===== src/rtl/speck_key_store.sv =====
// speck_key_store: SPECK128/128 round-key expander and store feeding the round datapath
// Ports:
//   clk, rst_n                 clock and asynchronous active-low reset
//   key, signal_start          master key {l0, k0}, loaded when expansion is accepted
//   busy, finished             expansion in progress / one-cycle pulse when all keys are stored
//   rd_req                     request the next stored round key (READY only)
//   rd_valid, rd_key,          one-cycle pulse with the round key, its round index and
//   rd_round, rd_last          an end-of-pass flag
module speck_key_store #(
    parameter int NR_ROUNDS = 32,
    parameter bit REVERSE   = 1'b1
) (
    input  logic         clk,
    input  logic         rst_n,
    input  logic [127:0] key,
    input  logic         signal_start,
    output logic         busy,
    output logic         finished,
    input  logic         rd_req,
    output logic         rd_valid,
    output logic [63:0]  rd_key,
    output logic [5:0]   rd_round,
    output logic         rd_last
);
    localparam int IW = NR_ROUNDS > 1 ? $clog2(NR_ROUNDS) : 1;
    localparam logic [IW-1:0] LAST_I = IW'(NR_ROUNDS - 1);
    localparam logic [IW-1:0] FIRST  = REVERSE ? LAST_I : '0;
    localparam logic [IW-1:0] FINAL  = REVERSE ? '0 : LAST_I;

    typedef enum logic [1:0] {IDLE, EXPAND, READY} state_t;

    state_t        state, state_next;
    logic [63:0]   l, k, l_new, k_new;
    logic [IW-1:0] i, ptr;
    logic [63:0]   store [NR_ROUNDS];
    logic          load, step, last, read;

    always_ff @(posedge clk or negedge rst_n)
        if (!rst_n)
            state <= IDLE;
        else
            state <= state_next;

    // A start request in READY takes priority over a read in the same cycle.
    always_comb begin
        state_next = state;
        load       = 1'b0;
        step       = 1'b0;
        last       = 1'b0;
        read       = 1'b0;
        case (state)
            IDLE: begin
                load       = signal_start;
                state_next = signal_start ? EXPAND : IDLE;
            end
            EXPAND: begin
                step       = 1'b1;
                last       = i == LAST_I;
                state_next = last ? READY : EXPAND;
            end
            READY: begin
                load       = signal_start;
                read       = rd_req && !signal_start;
                state_next = signal_start ? EXPAND : READY;
            end
            default: state_next = IDLE;
        endcase
    end

    assign busy  = state == EXPAND;
    assign l_new = (k + {l[7:0], l[63:8]}) ^ 64'(i);
    assign k_new = {k[60:0], k[63:61]} ^ l_new;

    always_ff @(posedge clk or negedge rst_n)
        if (!rst_n) begin
            l        <= '0;
            k        <= '0;
            i        <= '0;
            ptr      <= FIRST;
            finished <= 1'b0;
            rd_valid <= 1'b0;
            rd_last  <= 1'b0;
            rd_key   <= '0;
            rd_round <= '0;
        end else begin
            finished <= last;
            rd_valid <= read;
            rd_last  <= read && ptr == FINAL;
            if (load) begin
                l   <= key[127:64];
                k   <= key[63:0];
                i   <= '0;
                ptr <= FIRST;
            end
            if (step) begin
                l <= l_new;
                k <= k_new;
                i <= i + 1'b1;
            end
            if (last)
                ptr <= FIRST;
            if (read) begin
                rd_key   <= store[ptr];
                rd_round <= 6'(ptr);
                ptr      <= ptr == FINAL ? FIRST : REVERSE ? ptr - 1'b1 : ptr + 1'b1;
            end
        end

    // The key store needs no reset: its contents only matter after a full expansion.
    always_ff @(posedge clk)
        if (step)
            store[i] <= k;
endmodule


===== config.mk =====
export PLATFORM = sky130hd
export DESIGN_NAME = speck_key_store
export DESIGN_NICKNAME = d
export VERILOG_FILES = /design/src/rtl/speck_key_store.sv
export SDC_FILE = /design/constraint.sdc
export NUM_CORES = 2
export LEC_CHECK = 0
export CAP_MARGIN = 30
export CORE_ASPECT_RATIO = 0.6
export CORE_MARGIN = 8
export CORE_UTILIZATION = 45
export DETAILED_ROUTE_END_ITERATION = 10
export DONT_BUFFER_PORTS = 1
export PLACE_DENSITY = 0.58
export SYNTH_ARGS = -nofsm -noshare
export SYNTH_HDL_FRONTEND = slang
export SYNTH_SLANG_ARGS = --single-unit

===== constraint.sdc =====
create_clock -name clk -period 4.75 [get_ports clk]
set_clock_uncertainty 0.1 [all_clocks]
set_input_delay 0.475 -clock clk [delete_from_list [all_inputs] [get_ports clk]]
set_output_delay 0.475 -clock clk [all_outputs]
set_load 0.02 [all_outputs]

==> results.json <==
{
  "wl_per_cell_um": 33.85,
  "core_area_um2": 199400,
  "synth_flop_cell": "edfxtp_1",
  "drc": 0,
  "grt_antenna_before_repair": 76,
  "total_leakage_power_nw": 35.08,
  "syn_avg_cell_area_um2": 20.60,
  "die-area_um2": 215300,
  "ctsHoldBuffers": 129,
  "final_nets": 4890,
  "syn_nets": 4576,
  "holdWs_ns": -0.7568,
  "async_flop_share_pct": 9.381,
  "clk_latency_ns": 0.87,
  "ant_nets": 0,
  "drv_slew": 0,
  "setup-violations-final": 0,
  "gp_congestion": 0.8867,
  "pin_count": 206,
  "seq_area_um2": 66830,
  "io_buffers": 0,
  "fillers": 15560,
  "crit_required_ns": 5.30,
  "cpMaxStageDelayCell": "a221oi_1",
  "grt_pass1_wl_mm": 359.5,
  "vias_per_cell": 6.175,
  "drive_gt1_share_pct": 25.11,
  "die_w_um": 593.7,
  "worst_slew_pin_slew_ns": 1.013,
  "placementRows": 127,
  "cts-htree-levels": 4,
  "r2r_slack_ns": 0.93,
  "clockBufferDepth": 4,
  "grt-ovfl-total": 0,
  "ys.warnings.count": 0,
  "ys_ff_latch": 2260,
  "cts_tree": "done",
  "track_usage_pct": 23.29,
  "violations": "hold timing",
  "cts_root_buf": "clkbuf_16",
  "max_stage_delay_ns": 0.46,
  "drtPass1Iterations": 5,
  "finalHoldViolCount": 212,
  "dp_hpwl_mm": 146.8,
  "power.density_nw_per_um2": 606.6,
  "cp-endpoint": "k[60]",
  "rr_worst_depth": 13,
  "grt_pass1_vias": 45620,
  "synth_top_family_by_area": "multiplexers",
  "synth_fa_ha_area_share_pct": 0.9804,
  "multi_input_area_um2": 22530,
  "cts.sinks": 2260,
  "ir_drop_uv": 535.3,
  "min_period_ns": 3.818,
  "max_cap_viol_count": 0,
  "yosys.area_share.simple_pct": 2.004,
  "crit_path_start_kind": "flop",
  "dr.first_iter.drc_count": 5723,
  "syn_area_um2": 90100,
  "final_common_cell": "edfxtp_1",
  "outcome": "finished, violations left",
  "path_clk_slew_ns": 0.07,
  "finalCritPeriodShare_pct": 80.38,
  "vias": 46530,
  "cp_max_fo": 35,
  "path_class": "reg -> reg",
  "cts_resized": 0,
  "dieHeight_um": 362.6,
  "rsz0062_at_grt": "no",
  "ys_types": 69,
  "synth_edf_count": 2048,
  "hp-class": "in -> async",
  "synthXorXnorAreaFrac_pct": 1.358,
  "numCtsBuffers": 213,
  "cp-end-kind": "flop",
  "synth_compound_area_share_pct": 3.644,
  "timing.rr.end": "k[60]",
  "worst-endpoint-arrival_ns": 4.37,
  "startpoint": "k[37]",
  "fmax_mhz": 261.9,
  "slew_headroom_pct": 32.47,
  "fin_setup_tns_ns": 0,
  "yosys-mux-area-fraction_pct": 16.71,
  "initial_core_util_pct": 45.18,
  "synth_cells": 4374,
  "drt-total-wl_mm": 255.0,
  "areaGrowthSynthToFinish_pct": 14.74,
  "crit-reg2reg-launch": "k[37]",
  "yosysSeqAreaShare_pct": 74.15,
  "final_cell_mix": "edfxtp_1, mux4_2, nand2_1",
  "grt_max_degree": 213,
  "path_cells": "buf_4 -> ha_1 -> a21oi_1 -> o21bai_1 -> a21oi_1 -> nor2_1 -> a211oi_1 -> o21ai_0 -> a221oi_1 -> o41ai_4 -> a221oi_2 -> xnor2_1 -> o21ai_0"
}
power breakdown:
group          total, W  internal (W)  switching (W)  leakage [nW]
sequential       0.0282        0.0273       0.000874          21.2
combinational    0.0173       0.00556         0.0118          10.6
clock            0.0172       0.00974        0.00746          3.36
total            0.0627        0.0426         0.0201          35.1
logic make-up after synthesis:
| kind of cell | Yosys count |
|---|---|
| buf+inv | 272 |
| mux | 704 |
| compound gates | 507 |
| fa+ha+maj | 70 |
| xor+xnor | 138 |
| flops | 2260 |
| simple gates | 422 |
| other cells | 1 |
cell usage after synthesis, types with 15 or more instances:
| master | number | area [um^2] |
|---|---|---|
| nand2_1 | 238 | 893.4 |
| nand3_1 | 18 | 90.09 |
| buf_1 | 41 | 153.9 |
| xnor2_1 | 92 | 805.8 |
| inv_1 | 28 | 105.1 |
| nand4_1 | 22 | 137.6 |
| o21bai_1 | 15 | 112.6 |
| o21ai_0 | 177 | 885.9 |
| mux2i_1 | 64 | 640.6 |
| a21oi_1 | 76 | 380.4 |
| edfxtp_1 | 2048 | 61500 |
| ha_1 | 69 | 863.3 |
| a21o_1 | 48 | 360.4 |
| mux4_2 | 640 | 14410 |
| clkbuf_1 | 195 | 732.0 |
| xor2_1 | 45 | 394.1 |
| dfrtp_1 | 207 | 5180 |
| nor2_1 | 92 | 345.3 |
| a22oi_1 | 120 | 900.9 |
layer usage:
metal	global-route usage [%]	routed length, um	vias up
met5	0	132	-
met4	3.919	4219	20
met3	4.968	23570	343
met2	34.99	114900	2157
met1	35.69	112200	25230
li1	-	-	18780
cell type report:
class	count	area share, %
Sequential cell	2260	64.64
Multi-Input combinational cell	1842	21.79
Clock buffer	275	5.529
Timing Repair Buffer	343	3.536
Tap cell	2644	3.200
Clock inverter	111	1.121
Inverter	28	0.1029
Antenna cell	31	0.07504
metrics by stage:
stage	instance area, um^2	worst slack, ns	utilization [%]	total power (W)	cells
finish	103400	0.9317	51.84	0.06271	7534
global route	103300	0.6578	51.82	0.06541	7518
CTS	103300	0.9690	51.80	0.06284	7503
detailed placement	95140	1.038	47.71	0.04553	6988
global placement	95110	1.030	47.69	0.04536	6987
floorplan	90100	0.09271	-	0.03927	4374
flip-flops by register name (all words and copies together), names as in the netlist:
| register | count |
|---|---|
| rd_round | 5 |
| i | 5 |
| finished | 1 |
| state | 2 |
| rd_last | 1 |
| store | 2048 |
| l | 64 |
| ptr | 5 |
| k | 64 |
| rd_valid | 1 |
| rd_key | 64 |
worst max-delay path, delay by kind of cell (launching register included):
kind | cells | cell delay [ns]
compound gates | 9 | 2.19
xor+xnor | 1 | 0.15
fa+ha+maj | 1 | 0.44
buf+inv | 1 | 0.33
flops | 1 | 0.32
simple gates | 1 | 0.07
how the worst min path moves through the flow:
stage | startpoint | endpoint | slack (ns)
after detailed placement | rst_n | rd_key[0] | 0.09
final | rst_n | rd_key[48] | -0.76
after CTS | rst_n | rd_key[48] | -0.83
after global routing | rst_n | rd_key[48] | -0.83
after floorplan | rst_n | finished | 0.08
after global placement | rst_n | rd_key[0] | 0.09
repair_timing:
item | in CTS | in global routing
setup endpoints to repair | 0 | 0
hold endpoints to repair | 341 | 212
buffers inserted | 0 | 0
No activity file was read; power rests on OpenSTA's default activity.
